==> src/rtl/uart_pkg.sv <==
// Shared definitions for the buffered UART transceiver: parity encodings,
// FSM state types and the bit-period helper.
package uart_pkg;
    localparam int PARITY_NONE = 0;
    localparam int PARITY_ODD  = 1;
    localparam int PARITY_EVEN = 2;

    typedef enum logic [2:0] {TX_IDLE, TX_START, TX_DATA, TX_PARITY, TX_STOP} tx_state_t;
    typedef enum logic [2:0] {RX_IDLE, RX_START, RX_DATA, RX_PARITY, RX_STOP} rx_state_t;

    function automatic int clks_per_bit(input int clock_frequency, input int baud_rate);
        return clock_frequency / baud_rate;
    endfunction
endpackage

==> src/rtl/uart_sync_fifo.sv <==
// First-word fall-through synchronous FIFO with occupancy output.
// Writes while full and reads while empty are ignored.
module uart_sync_fifo #(
    parameter int WIDTH = 8,
    parameter int DEPTH = 16
) (
    input  logic                     clk,
    input  logic                     rst_n,
    input  logic                     wr_en,
    input  logic [WIDTH-1:0]         wr_data,
    input  logic                     rd_en,
    output logic [WIDTH-1:0]         rd_data,
    output logic [$clog2(DEPTH):0]   level,
    output logic                     full,
    output logic                     empty
);
    localparam int AW = $clog2(DEPTH);

    logic [WIDTH-1:0] mem [DEPTH];
    logic [AW-1:0]    wr_ptr;
    logic [AW-1:0]    rd_ptr;
    logic             do_wr;
    logic             do_rd;

    assign full    = (level == (AW+1)'(DEPTH));
    assign empty   = (level == '0);
    assign do_wr   = wr_en && !full;
    assign do_rd   = rd_en && !empty;
    // Head reads as zero when empty so stale entries never leak out after reset.
    assign rd_data = empty ? '0 : mem[rd_ptr];

    always_ff @(posedge clk) begin
        if (do_wr) mem[wr_ptr] <= wr_data;
    end

    always_ff @(posedge clk or negedge rst_n) begin
        if (!rst_n) begin
            wr_ptr <= '0;
            rd_ptr <= '0;
            level  <= '0;
        end else begin
            if (do_wr) wr_ptr <= wr_ptr + 1'b1;
            if (do_rd) rd_ptr <= rd_ptr + 1'b1;
            case ({do_wr, do_rd})
                2'b10:   level <= level + 1'b1;
                2'b01:   level <= level - 1'b1;
                default: level <= level;
            endcase
        end
    end
endmodule

==> src/rtl/uart_fifo_transceiver.sv <==
// Buffered UART endpoint: TX/RX FIFOs, configurable parity and stop bits,
// per-word error tags and sticky overrun. Optional UART_FIFO_LOOPBACK_EN adds IN_LOOPBACK.
module uart_fifo_transceiver
    import uart_pkg::*;
#(
    parameter int UART_BAUD_RATE           = 9600,
    parameter int CLOCK_FREQUENCY          = 38400,
    parameter int PARITY                   = 2,
    parameter int NUM_OF_DATA_BITS_IN_PACK = 8,
    parameter int NUMBER_STOP_BITS         = 1,
    parameter int FIFO_DEPTH               = 16
) (
    input  logic                                IN_CLOCK,
    input  logic                                IN_RESET_N,
    input  logic [NUM_OF_DATA_BITS_IN_PACK-1:0] IN_TX_DATA,
    input  logic                                IN_TX_VALID,
    output logic                                OUT_TX_READY,
    output logic [NUM_OF_DATA_BITS_IN_PACK-1:0] OUT_RX_DATA,
    output logic                                OUT_RX_PARITY_ERR,
    output logic                                OUT_RX_FRAME_ERR,
    output logic                                OUT_RX_VALID,
    input  logic                                IN_RX_READY,
    output logic                                OUT_RX_OVERRUN,
    input  logic                                IN_OVERRUN_CLEAR,
    output logic                                OUT_TX_BUSY,
    output logic [$clog2(FIFO_DEPTH):0]         OUT_TX_LEVEL,
    output logic [$clog2(FIFO_DEPTH):0]         OUT_RX_LEVEL,
`ifdef UART_FIFO_LOOPBACK_EN
    input  logic                                IN_LOOPBACK,
`endif
    input  logic                                IN_RX_SERIAL,
    output logic                                OUT_TX_SERIAL
);
    localparam int             CPB       = clks_per_bit(CLOCK_FREQUENCY, UART_BAUD_RATE);
    localparam int             DW        = NUM_OF_DATA_BITS_IN_PACK;
    localparam int             CW        = $clog2(CPB) + 1;
    localparam logic [CW-1:0]  BIT_LAST  = CW'(CPB - 1);
    localparam logic [CW-1:0]  BIT_MID   = CW'(CPB / 2);
    localparam logic [3:0]     DATA_LAST = 4'(DW - 1);
    localparam logic [3:0]     STOP_LAST = 4'(NUMBER_STOP_BITS - 1);
    localparam logic           PAR_ODD   = (PARITY == PARITY_ODD);
    localparam logic           PAR_EN    = (PARITY != PARITY_NONE);

    // ---------------- TX path ----------------
    logic          tx_pop, tx_empty, tx_full;
    logic [DW-1:0] tx_head;
    tx_state_t     tx_state;
    logic [CW-1:0] tx_cnt;
    logic [3:0]    tx_idx;
    logic [DW-1:0] tx_shift;
    logic          tx_par, tx_line, tx_bit_end;

    uart_sync_fifo #(.WIDTH(DW), .DEPTH(FIFO_DEPTH)) u_tx_fifo (
        .clk(IN_CLOCK), .rst_n(IN_RESET_N),
        .wr_en(IN_TX_VALID), .wr_data(IN_TX_DATA),
        .rd_en(tx_pop), .rd_data(tx_head),
        .level(OUT_TX_LEVEL), .full(tx_full), .empty(tx_empty)
    );
    assign OUT_TX_READY = !tx_full;

    assign tx_bit_end = (tx_cnt == BIT_LAST);
    // Popping on the last stop cycle chains frames with no idle gap.
    assign tx_pop = !tx_empty && ((tx_state == TX_IDLE) ||
                    (tx_state == TX_STOP && tx_bit_end && tx_idx == STOP_LAST));

    always_ff @(posedge IN_CLOCK or negedge IN_RESET_N) begin
        if (!IN_RESET_N) begin
            tx_state    <= TX_IDLE;
            tx_cnt      <= '0;
            tx_idx      <= '0;
            tx_shift    <= '0;
            tx_par      <= 1'b0;
            tx_line     <= 1'b1;
            OUT_TX_BUSY <= 1'b0;
        end else begin
            // Line and busy follow the state one cycle later, keeping each bit CPB cycles wide.
            OUT_TX_BUSY <= (tx_state != TX_IDLE);
            case (tx_state)
                TX_START:  tx_line <= 1'b0;
                TX_DATA:   tx_line <= tx_shift[0];
                TX_PARITY: tx_line <= tx_par;
                default:   tx_line <= 1'b1;
            endcase
            if (tx_pop) begin
                tx_shift <= tx_head;
                tx_par   <= ^tx_head ^ PAR_ODD;
                tx_state <= TX_START;
                tx_cnt   <= '0;
                tx_idx   <= '0;
            end else if (tx_state == TX_IDLE) begin
                tx_cnt <= '0;
            end else if (!tx_bit_end) begin
                tx_cnt <= tx_cnt + 1'b1;
            end else begin
                tx_cnt <= '0;
                case (tx_state)
                    TX_START: tx_state <= TX_DATA;
                    TX_DATA: begin
                        tx_shift <= tx_shift >> 1;
                        if (tx_idx == DATA_LAST) begin
                            tx_idx   <= '0;
                            tx_state <= PAR_EN ? TX_PARITY : TX_STOP;
                        end else begin
                            tx_idx <= tx_idx + 1'b1;
                        end
                    end
                    TX_PARITY: tx_state <= TX_STOP;
                    TX_STOP: begin
                        if (tx_idx == STOP_LAST) tx_state <= TX_IDLE;
                        else                     tx_idx   <= tx_idx + 1'b1;
                    end
                    default: tx_state <= TX_IDLE;
                endcase
            end
        end
    end

    // ---------------- line routing ----------------
    logic rx_line;
`ifdef UART_FIFO_LOOPBACK_EN
    assign rx_line       = IN_LOOPBACK ? tx_line : IN_RX_SERIAL;
    assign OUT_TX_SERIAL = tx_line | IN_LOOPBACK;
`else
    assign rx_line       = IN_RX_SERIAL;
    assign OUT_TX_SERIAL = tx_line;
`endif

    // ---------------- RX path ----------------
    logic            rx_meta, rx_sync, rx_prev;
    rx_state_t       rx_state;
    logic [CW-1:0]   rx_cnt;
    logic [3:0]      rx_idx;
    logic [DW-1:0]   rx_shift;
    logic            rx_perr, rx_ferr;
    logic            rx_sample, rx_push, rx_full, rx_empty;
    logic [DW+1:0]   rx_word, rx_head;

    assign rx_sample = (rx_cnt == BIT_LAST);
    assign rx_push   = (rx_state == RX_STOP) && rx_sample && (rx_idx == STOP_LAST);
    assign rx_word   = {rx_ferr | !rx_sync, rx_perr, rx_shift};

    always_ff @(posedge IN_CLOCK or negedge IN_RESET_N) begin
        if (!IN_RESET_N) begin
            rx_meta  <= 1'b1;
            rx_sync  <= 1'b1;
            rx_prev  <= 1'b1;
            rx_state <= RX_IDLE;
            rx_cnt   <= '0;
            rx_idx   <= '0;
            rx_shift <= '0;
            rx_perr  <= 1'b0;
            rx_ferr  <= 1'b0;
        end else begin
            rx_meta <= rx_line;
            rx_sync <= rx_meta;
            rx_prev <= rx_sync;
            case (rx_state)
                RX_IDLE: begin
                    if (rx_prev && !rx_sync) begin
                        rx_state <= RX_START;
                        rx_cnt   <= CW'(1);
                        rx_idx   <= '0;
                        rx_perr  <= 1'b0;
                        rx_ferr  <= 1'b0;
                    end
                end
                RX_START: begin
                    if (rx_cnt == BIT_MID) begin
                        rx_cnt   <= '0;
                        rx_state <= rx_sync ? RX_IDLE : RX_DATA;
                    end else begin
                        rx_cnt <= rx_cnt + 1'b1;
                    end
                end
                default: begin
                    if (!rx_sample) begin
                        rx_cnt <= rx_cnt + 1'b1;
                    end else begin
                        rx_cnt <= '0;
                        case (rx_state)
                            RX_DATA: begin
                                rx_shift <= {rx_sync, rx_shift[DW-1:1]};
                                if (rx_idx == DATA_LAST) begin
                                    rx_idx   <= '0;
                                    rx_state <= PAR_EN ? RX_PARITY : RX_STOP;
                                end else begin
                                    rx_idx <= rx_idx + 1'b1;
                                end
                            end
                            RX_PARITY: begin
                                rx_perr  <= rx_sync ^ (^rx_shift) ^ PAR_ODD;
                                rx_state <= RX_STOP;
                            end
                            RX_STOP: begin
                                rx_ferr <= rx_ferr | !rx_sync;
                                if (rx_idx == STOP_LAST) rx_state <= RX_IDLE;
                                else                     rx_idx   <= rx_idx + 1'b1;
                            end
                            default: rx_state <= RX_IDLE;
                        endcase
                    end
                end
            endcase
        end
    end

    uart_sync_fifo #(.WIDTH(DW + 2), .DEPTH(FIFO_DEPTH)) u_rx_fifo (
        .clk(IN_CLOCK), .rst_n(IN_RESET_N),
        .wr_en(rx_push), .wr_data(rx_word),
        .rd_en(IN_RX_READY), .rd_data(rx_head),
        .level(OUT_RX_LEVEL), .full(rx_full), .empty(rx_empty)
    );
    assign OUT_RX_VALID      = !rx_empty;
    assign OUT_RX_DATA       = rx_head[DW-1:0];
    assign OUT_RX_PARITY_ERR = rx_head[DW];
    assign OUT_RX_FRAME_ERR  = rx_head[DW+1];

    always_ff @(posedge IN_CLOCK or negedge IN_RESET_N) begin
        if (!IN_RESET_N)                OUT_RX_OVERRUN <= 1'b0;
        else if (rx_push && rx_full)    OUT_RX_OVERRUN <= 1'b1;
        else if (IN_OVERRUN_CLEAR)      OUT_RX_OVERRUN <= 1'b0;
    end
endmodule

==> config.mk <==
export PLATFORM = sky130hd
export DESIGN_NAME = uart_fifo_transceiver
export DESIGN_NICKNAME = d
export VERILOG_FILES = /design/src/rtl/uart_pkg.sv /design/src/rtl/uart_sync_fifo.sv /design/src/rtl/uart_fifo_transceiver.sv
export SDC_FILE = /design/constraint.sdc
export NUM_CORES = 1
export LEC_CHECK = 0
export CORE_ASPECT_RATIO = 1.75
export CORE_MARGIN = 2
export CORE_UTILIZATION = 49
export DETAILED_ROUTE_END_ITERATION = 12
export MAX_ROUTING_LAYER = met4
export PLACE_DENSITY = 0.78
export SYNTH_ARGS = -nofsm -noshare
export SYNTH_HDL_FRONTEND = slang
export SYNTH_SLANG_ARGS = --single-unit
==> constraint.sdc <==
create_clock -name IN_CLOCK -period 6.8 [get_ports IN_CLOCK]
set_input_delay 1.36 -clock IN_CLOCK [delete_from_list [all_inputs] [get_ports IN_CLOCK]]
set_output_delay 1.36 -clock IN_CLOCK [all_outputs]
set_load 0.05 [all_outputs]
======== Word-level counts from Yosys, hierarchy flattened ========
Memories as Yosys holds them, arrays and structs flattened.
Index checks and enable logic that the tools add are counted.
storage, ports and cells
  flip-flop bits (word level) ............. 71
  bits in writable memories ............... 288
  input port bits ......................... 14
  word-level logic and storage cells ...... 169
  memories ................................ 2
memory list
  memory         words  bits a word  rd ports  clocked after Yosys merged registers in  wr ports  line                  RTL
  u_rx_fifo.mem  16     10           1         0                                        1         uart_sync_fifo.sv:19  logic [WIDTH-1:0] mem [DEPTH];
  u_tx_fifo.mem  16     8            1         0                                        1         uart_sync_fifo.sv:19
operators by class
  add/subtract/negate cells ............... 12
  equality and inequality tests ........... 28
  muxes and demuxes ....................... 54
  bitwise gates (word level) .............. 4
  reduce and logical (&&, ||, !) cells .... 46
operator list
  cell                                                    count
  2-to-1 mux 3 bit                                        15
  2-to-1 mux 8 bit                                        5
  2-to-1 mux 4 bit                                        9
  adder 4 x 1 -> 4 bit (second input constant)            6
  one-hot mux 4 bit (2 select lines)                      3
  == test 3 x 2 -> 1 bit (second input constant)          7
  one-hot mux 5 bit (2 select lines)                      2
  AND reduction 4 bit                                     4
  nonzero test 2 bit                                      8
  parity 8 bit                                            2
  one-hot mux 3 bit (2 select lines)                      2
  one-hot mux 3 bit (4 select lines)                      1
  nonzero test 3 bit                                      4
  logical AND 1 bit                                       11
  2-to-1 mux 1 bit                                        11
  adder 5 x 1 -> 5 bit (second input constant)            2
  == test 5 bit (second input constant)                   2
  logical NOT 5 bit                                       2
  2-to-1 mux 10 bit                                       1
  AND reduction 5 bit                                     2
  subtractor 5 x 1 -> 5 bit (second input constant)       2
  inequality test 3 x 2 -> 1 bit (second input constant)  3
  one-hot mux 3 bit (3 select lines)                      1
  == test 4 x 3 -> 1 bit (second input constant)          2
  22 further kinds                                        37

======== Logic depth before layout (Yosys ltp) ========
  depth after elaboration ................. 8
  gate-level depth with buffers ........... 17
  gate-level depth less buffers ........... 15

======== Hierarchy ========
From an unflattened synthesis, not the netlist that was laid out.
second synthesis, totals
  cell total of the unflattened synthesis .. 888
  area, all modules ....................... 15,268.4 um^2
modules (own cells, without submodules)
  module                       times used  cells each  area each (um^2)  sequential area each (um^2)
  uart_sync_fifo at u_rx_fifo  1           359         7,049.3           5,129.9
  uart_sync_fifo at u_tx_fifo  1           299         5,828.1           4,169.0
  uart_fifo_transceiver        1           230         2,391.0           1,131.1

======== Worst setup path before layout ========
No wires, ideal clock.
  path kind ............................... reg-to-output
  start point ............................. register u_rx_fifo.rd_ptr[0]
  end point ............................... output port OUT_RX_DATA[0]
  arrival time ............................ 2,148 ps
  path slack .............................. 3,292 ps
  stages on the path, launching flop included .. 6
  buffers on the path ..................... 2
  path through ............................ dfrtp_1 clkbuf_1 buf_2 mux4_2 mux4_2 nor2b_1
on the way
  word-level cells in the longest chain between the ends .. 2
ends and longest elaborated chain
  element                    line                         RTL
  from (decl)                uart_sync_fifo.sv:21         logic [AW-1:0] rd_ptr;
  from (signal assigned)     uart_sync_fifo.sv:43         if (do_rd) rd_ptr <= rd_ptr + 1'b1;
  memory read (16 x 10 bit)  n/a
  2-to-1 mux 10 bit          uart_sync_fifo.sv:30         assign rd_data = empty ? '0 : mem[rd_ptr];
  to (decl)                  uart_fifo_transceiver.sv:18  output logic [NUM_OF_DATA_BITS_IN_PACK-1:0] OUT_RX_DATA,
No other way between the ends.

======== Worst setup path in the final report ========
  start point ............................. register u_rx_fifo.rd_ptr[0]
  end point ............................... output port OUT_RX_DATA[4]
The elaborated chain is that of the path after synthesis.

==> out/results.tsv <==
stage	metric	value	unit
run_status	status	complete, no violations	
timing	Slew HR	20.68	%
setup_path	Startpoint Class	flip-flop	
routing	top sig layer	met4	
pwr	total power	6818	uW
yosys	Yosys top cell area share	58.20	%
yosys	syn_area_per_cell	17.63	um2
routing	routed length on met2	15940	um
floorplan	Die Wd	135.6	um
layout	Core Util, Final	55.42	%
pwr	PwrDens	410.7	nW/um2
yosys	top-count cell post-synth	edfxtp_1	
setup_path	Worst Path Required	5.44	ns
global_routing	global-route wire length before repair	43040	um
yosys	top post-synthesis cells by area	edfxtp_1 (58%), dfrtp_1 (11%), mux4_2 (11%)	
setup_path	worst r2r dst	u_rx_fifo.level[4]	
yosys	Post-Synthesis Net Count	885	
setup_path	CP endpoint kind	primary output	
pwr	Clk pwr share	24.3	%
clock_network	Num Clock Sinks	359	
layout	Layout area overhead	11.71	%
place	Port Buf Inserts	38	
run	max-cap viol count	0	
place	routability congestion estimate	0.7906	
clock_network	register clock-pin slew on the reported worst setup and hold paths	0.06	ns
setup_path	Critical Path AT	3.82	ns
routing	Iter 0 DRT Violations	420	
timing	part of the cycle the worst path needs	76.25	%
yosys	synthesized area	14860	um2
floorplan	core box area	29950	um2
timing	Final Slew Violations	0	
timing	unrepaired setup endpoints after global routing	false	
floorplan	Initial Utilization	49.61	%
global_routing	vias in the first global route	7779	
routing	drt drc	0	
global_routing	GRT Total Usage	18.66	%
routing	Avg WL per Cell	21.14	um
clock_network	hold_buf cts	0	
clock_network	CTS Buf Count	31	
pwr	VDD IR max	0.2956	mV
global_routing	global route total overflow	0	
clock_network	htree depth	1	
routing	Initial DRT Pass Iterations	4	
setup_path	Reg2Reg Depth	13	
setup_path	Critical Setup Path Class	flip-flop to primary output	
floorplan	FP Rows	84	
clock_network	Max clock buf depth	3	
yosys	cell taking the most area after synthesis	edfxtp_1	
pwr	Net Sw Power	2251	uW
routing	total number of vias	7362	
routing	final wirelength	27530	um
yosys	Ys Warns	0	
yosys	Post-Syn Instances	843	
clock_network	CTS root buffer	clkbuf_16	
yosys	sequential area share after synthesis	70.19	%
global_routing	largest net degree at the start of global routing	72	
layout	Layout Nets	935	
yosys	Synth Register Bits	359	
clock_network	CTS tree	done	
timing	Hold WS	0.3549	ns
routing	DRT antenna net count	0	
yosys	FFs w/ async S/R, synth	19.78	%
layout	share of cells above drive strength 1	17.05	%
global_routing	initial antenna violation count	0	
timing	Setup-failing EPs final	0	
floorplan	Die H	234.4	um
floorplan	boundary pin count	39	
min_path	hold depth	0	
timing	Layout Skew	0.01156	ns
yosys	synth cell count leaders	edfxtp_1 (288), mux4_2 (71), dfrtp_1 (67), nand2_1 (56), nor2_1 (47)	
timing	slew at the pin closest to its max-slew limit	1.185	ns
yosys	dominant synthesized flop cell	edfxtp_1	
place	hpwl dp	18590	um
pwr	sequential power share	43.1	%
yosys	post-synth cell types	49	
pwr	LEAKAGE	0.005722	uW
timing	final number of hold-violating endpoints	0	
routing	Routed met1 length	9607	um
timing	setup tns final	0	ns
min_path	Hold Crit Class	flip-flop to flip-flop	
setup_path	critical path startpoint	u_rx_fifo.rd_ptr[0]	
routing	routed length on met3	914	um
timing	fmax	192.9	MHz
pwr	Combinational Power Share	32.6	%
routing	Via density	5.654	
timing	crit path time final	5.185	ns
clock_network	Resize count post-CTS	0	
floorplan	die area	31790	um2
yosys	number of synthesized flops with an enable pin	288	
pwr	sw frac	33.01	%
layout	antenna cell count	0	
clock_network	post-CTS setup buffer count	0	
pwr	internal cell power	4567	uW
setup_path	Worst R2R Setup Slack	3.13	ns
setup_path	crit path capture	OUT_RX_DATA[4]	
setup_path	R2R Path Start	rx_idx[0]	
setup_path	Crit Path Max Fanout	24	
clock_network	Skew-Pair Late Insertion Delay	0.57	ns
-- critical path, cell delays in order (launching register included) --
cell and delay [ns]:
dfrtp_2 0.77, buf_4 0.51, mux4_2 0.58, mux4_2 0.50, nor2b_1 0.15, clkdlybuf4s50_1 0.72
-- cells by family (layout without fill, tap and decap cells) --
family	after synthesis	after routing	share of synthesized area, %
compound gates	78	78	3.275
xor+xnor	41	41	2.416
fa+ha+maj	28	28	2.408
buf+inv	61	133	2.021
flops	359	359	70.19
mux	103	103	14.23
simple gates	173	173	5.464
-- cell type report --
type / instances / area, um2
fill: 2316 / 13350
sequential: 359 / 10430
multi-input combinational: 423 / 4130
clock buffer: 37 / 798.3
timing repair buffer: 60 / 543.0
tap: 387 / 484.2
clock inverter: 18 / 145.1
inverter: 18 / 67.56
-- registers in the layout, summed over array words and instances (netlist names), 3 cells and up --
signal and count:
u_rx_fifo.level 5, tx_shift 8, u_tx_fifo.mem 128, tx_cnt 3
u_tx_fifo.level 5, rx_state 3, rx_cnt 3, rx_shift 8
tx_state 3, u_rx_fifo.rd_ptr 4, rx_idx 4, u_rx_fifo.wr_ptr 4
u_tx_fifo.wr_ptr 4, u_tx_fifo.rd_ptr 4, u_rx_fifo.mem 160, tx_idx 4
-- cell usage in the layout, fill, tap and decap left out, types with 23 or more instances in the layout --
cell type / n
buf_4: 23
clkbuf_16: 31
clkdlybuf4s50_1: 37
dfrtp_1: 65
edfxtp_1: 288
ha_1: 27
mux4_2: 71
nand2_1: 56
nor2_1: 47
o21ai_0: 33
xnor2_1: 29
-- per-stage QoR --
stage	cell area, um2	instances	setup WS, ns
finish	16600	1302	1.615
global route	16600	1302	1.381
CTS	16600	1302	1.493
detailed placement	15660	1247	2.108
global placement	15660	1247	2.164
floorplan	14860	843	3.292
-- power by group through the flow --
stage                     Sequential, uW  Clock [uW]  Combinational [uW]
after floorplan                     2940           0                1740
after global placement              2970           0                2220
after detailed placement            2990           0                2260
after CTS                           2950        1690                2270
after global routing                2990        1770                2430
final                               2940        1660                2220
-- worst min path at each step --
stage,startpoint,end
after floorplan,rx_meta,rx_sync
after global placement,rx_meta,rx_sync
after detailed placement,rx_meta,rx_sync
after CTS,rx_meta,rx_sync
after global routing,rx_meta,rx_sync
final,rx_meta,rx_sync
-- metal layers --
metal	global-route usage (%)	vias up
met5	-	-
met4	7.845	0
li1	-	3357
met2	35.27	165
met1	19.36	3770
met3	2.075	70
No activity file was read; power rests on OpenSTA's default activity.
